### src/rtl/sc_pkg.sv
// Shared helpers for the codebase: constant-foldable math used to size ports.
package sc_pkg;

   // Ceiling log2; clog2(1) = 0.
   function automatic int clog2(input int value);
      int result;
      int v;
      result = 0;
      v = value - 1;
      while (v > 0) begin
         result = result + 1;
         v = v >> 1;
      end
      return result;
   endfunction

endpackage

### src/rtl/shift_delay_line_sr_stage.sv
// One storage stage of the delay line: WIDTH-bit register with async reset,
// synchronous clear (wins over enable) and load enable.
module sr_stage #(
   parameter int WIDTH = 1
) (
   input  logic             clk,
   input  logic             rst,
   input  logic             clear,
   input  logic             en,
   input  logic [WIDTH-1:0] d,
   output logic [WIDTH-1:0] q
);

   always_ff @(posedge clk or posedge rst) begin
      if (rst) begin
         q <= '0;
      end else if (clear) begin
         q <= '0;
      end else if (en) begin
         q <= d;
      end
   end

endmodule

### src/rtl/shift_delay_line.sv
// Programmable-tap shift delay line: DEPTH stages, tap chosen by delay_sel,
// with a saturating fill counter that qualifies the selected tap.
module shift_delay_line
   import sc_pkg::*;
#(
   parameter int  WIDTH = 1,
   parameter int  DEPTH = 8,
   localparam int SELW  = clog2(DEPTH),
   localparam int CNTW  = clog2(DEPTH + 1)
) (
   input  logic            clk,
   input  logic            rst,
   input  logic            en,
   input  logic            clear,
   input  logic [SELW-1:0] delay_sel,
   input  logic [WIDTH-1:0] data_in,
   output logic [WIDTH-1:0] data_out,
   output logic            valid,
   output logic [CNTW-1:0] fill_count
);

   localparam logic [SELW-1:0] MAX_SEL = SELW'(DEPTH - 1);
   localparam logic [CNTW-1:0] FULL    = CNTW'(DEPTH);

   logic [WIDTH-1:0] stage [DEPTH];
   logic [SELW-1:0]  eff_sel;

   genvar gi;
   generate
      for (gi = 0; gi < DEPTH; gi++) begin : g_stage
         logic [WIDTH-1:0] d;
         if (gi == 0) begin : g_head
            assign d = data_in;
         end else begin : g_tail
            assign d = stage[gi-1];
         end
         sr_stage #(.WIDTH(WIDTH)) u_stage (
            .clk   (clk),
            .rst   (rst),
            .clear (clear),
            .en    (en),
            .d     (d),
            .q     (stage[gi])
         );
      end
   endgenerate

   // Out-of-range selects (possible when DEPTH is not a power of two) clamp to the last stage.
   always_comb begin
      eff_sel  = (delay_sel > MAX_SEL) ? MAX_SEL : delay_sel;
      data_out = stage[eff_sel];
      valid    = (fill_count > CNTW'(eff_sel));
   end

   always_ff @(posedge clk or posedge rst) begin
      if (rst) begin
         fill_count <= '0;
      end else if (clear) begin
         fill_count <= '0;
      end else if (en && (fill_count != FULL)) begin
         fill_count <= fill_count + CNTW'(1);
      end
   end

endmodule

### config.mk
export PLATFORM = sky130hd
export DESIGN_NAME = shift_delay_line
export DESIGN_NICKNAME = d
export VERILOG_FILES = /design/src/rtl/sc_pkg.sv /design/src/rtl/shift_delay_line_sr_stage.sv /design/src/rtl/shift_delay_line.sv
export SDC_FILE = /design/constraint.sdc
export NUM_CORES = 1
export LEC_CHECK = 0
export CAP_MARGIN = 20
export CORE_UTILIZATION = 43
export CTS_BUF_LIST = sky130_fd_sc_hd__clkbuf_16
export CTS_CLUSTER_SIZE = 8
export DETAILED_ROUTE_END_ITERATION = 16
export PLACE_DENSITY_LB_ADDON = 0.1
export SLEW_MARGIN = 10
export SYNTH_ARGS = -nofsm -noshare
export SYNTH_HDL_FRONTEND = slang
export SYNTH_SLANG_ARGS = --single-unit
### constraint.sdc
create_clock -name clk -period 1.5 [get_ports clk]
set_clock_uncertainty 0.15 [all_clocks]
set_input_delay 0.15 -clock clk [delete_from_list [all_inputs] [get_ports clk]]
set_output_delay 0.15 -clock clk [all_outputs]
set_load 0.02 [all_outputs]
==> summary.txt <==
RSZ-0062 raised after global routing: yes
Crit-path max FO: 2
Leak Pwr: 0.570 nW
Max Freq: 584 MHz
Status: complete, but fails checks
Post-layout nets: 113
Antenna Cells: 0
Fillcell total: 109
Failing checks: design-rule violations, negative setup slack
Post-route minimum period: 1.71 ns
Clock share of power: 0.482
TritonCTS clock tree: built
Vias: 583
First-pass GRT wire length: 2740 microns
Die W: 42.0 microns
Switching share of total power: 0.230
Xor and xnor area share after synthesis: 0.0128
Overall die height: 42.0 microns
DP Cell Count: 107
Post-Synthesis Cells: 65
Pwr Total: 1.02 mW
CP bufs+invs: 1
Number of global-route vias before repair: 602
CP required: 1.20 ns
H-tree Lvls: 1
Seq/Total Area, Yosys: 0.437
Fin. Hold Viols: 0
Detail Route Antenna Nets: 0
Final GP Congestion: 0.734
Overflow left after global routing: 0
Worst hold path class: in -> async
Main combinational cell family by area after synthesis: multiplexers
Normalized max-slew margin: 0.690
Flop pwr share: 0.334
Drt drc: 1
Slowest CP cell: dfrtp_2
Yosys reg bits: 12
IO Port Bufs: 13
WL per Instance: 14.1 microns
Syn avg cell area: 10.6 sq um
Num CTS Buffers: 3
Post-synthesis mux area share: 0.224
Initial antenna violation count: 0
Fin cells: 115
Crit share post-route: 1.14
Post-Syn Area: 687 sq um
Clk sinks: 12
Fin. max-slew vios: 0
Setup-failing EPs final: 5
Area growth from synthesis to final layout: 63.2%
Core Area: 1510 sq um
Drt first pass iters: 10
IO Count: 14
Commonest non-fill, non-tap cell in the layout: buf_4
Startpoint types: flop
Post-synth top area share: 0.437
CP delay by family, top: flip-flops
Syn_nets: 78
Simple-Gate Fraction of Synth Area: 0.155
Total routed wirelength: 1620 microns
Detailed-route vias per instance: 5.07
Worst slack, placed: -0.708 ns
Leading post-synthesis cells by cell area: dfrtp_1 44%, mux2i_1 13%, ha_1 9.1%
Die area: 1760 sq um
PwrDens: 910 nW/um^2
Largest area contributor in the netlist: dfrtp_1
Clk buf depth: 2
Fraction of the mapped netlist area in adder cells: 0.0911
Max-cap violations: 0
Switch Pwr: 0.234 mW
Row cnt: 14
Final HPWL from detailed placement: 1060 microns
Max IR drop VDD: 0.818 mV
Worst Path Arrival: 1.41 ns
Kind of critical path: reg -> out
Critical-path cell list: ha_4, nor2b_4, o211ai_1, nand2_1, buf_6
Cell variety after synth: 19
Clock root cell: clkbuf_16
Total GRT Usage: 0.210
P_int: 0.786 mW
Initial DRC Count: 4
Final setup margin: -0.212 ns
Hold_buf cts: 0
Delay of the slowest critical-path stage: 0.42 ns
Syn. warnings: 0
Synth Area in Compound Gates: 0.0364
Commonest non-fill, non-tap cells in the layout: 18 x buf_4, 11 x nor2_1, 10 x dfrtp_1
Crit. End Element: output pin
Comb power frac: 0.184
Initial Util: 0.456
Least-Margin Pin Slew: 0.464 ns
Largest net degree at the start of global routing: 13
Clock slew at reported path FFs: 0.05 ns
Worst-skew pair later-pin latency: 0.24 ns
Layout cells sized above 1: 0.465
==> Yosys cell counts <==
| library cell | instances |
|---|---|
| dfrtp_1 | 12 |
| nor2_1 | 11 |
| mux2i_1 | 9 |
| nand2_1 | 7 |
| ha_1 | 5 |
| inv_1 | 5 |
| a21oi_1 | 2 |
| mux4_1 | 2 |
| nand2b_1 | 2 |
| buf_4 | 1 |
| clkbuf_1 | 1 |
| mux2_2 | 1 |
| nand3_1 | 1 |
| nand4_1 | 1 |
| nor2b_1 | 1 |
| o211ai_1 | 1 |
| o21a_1 | 1 |
| or3b_1 | 1 |
| xor2_1 | 1 |
==> final timing paths <==
path	depth (start not counted)	endpoint	slack, ns	startpoint
setup / recovery	5	valid	-0.21	fill_count[1]
hold / removal	2	g_stage[0].u_stage.q	0.07	rst
setup reg to reg	7	fill_count[0]	-0.18	fill_count[1]
hold reg to reg	3	g_stage[7].u_stage.q	0.47	g_stage[7].u_stage.q
max in group asynchronous	2	fill_count[1]	0.79	rst
min in group clk	3	g_stage[0].u_stage.q	0.37	data_in
==> stage by stage <==
stage / hold slack, ns / utilization / setup TNS [ns] / cell area [sq um]
after detailed placement: 0.337 / 0.625 / -1.42 / 941
after global routing: 0.149 / 0.744 / -0.973 / 1120
after floorplan: -0.135 / - / 0 / 689
after global placement: 0.338 / 0.625 / -1.36 / 941
after CTS: 0.0808 / 0.672 / -0.441 / 1010
final: 0.0654 / 0.744 / -0.720 / 1120
==> power by group through the flow <==
stage          Sequential [mW]  Combinational [mW]  Clock (mW)
3_3_place_gp             0.344               0.147           0
4_1_cts                  0.341               0.148       0.500
3_5_place_dp             0.344               0.150           0
6_report                 0.341               0.188       0.492
2_1_floorplan            0.354              0.0638           0
5_1_grt                  0.341               0.208       0.514
==> worst reg2reg max path: stages, from the launching register on <==
cell and delay (ns):
dfrtp_2 0.42, buf_4 0.14, buf_6 0.12, inv_4 0.05
ha_4 0.12, nand2_2 0.05, o21a_1 0.21, mux2_4 0.30
==> kinds of logic after synthesis <==
logic type | Yosys count
AND/OR/NAND/NOR | 24
buffers and inverters | 7
flip-flops | 12
adder cells (fa/ha/maj) | 5
multiplexers | 12
XOR/XNOR | 1
AO/OA/AOI/OAI | 4
==> routing by layer <==
layer  share of wire  vias up  global-route usage
met5               0        -                   0
met4           0.034        0               0.116
met3           0.041        7              0.0431
met2            0.47       18               0.316
met1            0.46      271               0.283
li1                -      287                   -
==> repair_timing <==
| action | in CTS | in global routing |
|---|---|---|
| resized for setup | 21 | 22 |
| setup endpoints to repair | 7 | 5 |
| buffers inserted | 0 | 4 |
| pin swaps | 3 | 6 |
==> area by class of cell <==
cell class                      count  area (sq um)  share of cell area
Multi-Input combinational cell     46           425               0.379
Inverter                            5          21.3              0.0190
Clock inverter                      1          3.75             0.00335
Tap cell                           16          20.0              0.0179
Sequential cell                    12           303               0.270
Timing Repair Buffer               32           273               0.243
Clock buffer                        3          75.1              0.0670
==> flip-flops by register name (all words and copies together) (netlist names) <==
signal / flops
fill_count: 4
g_stage.u_stage.q: 8
Note: power is estimated with default switching activity, not from simulation.
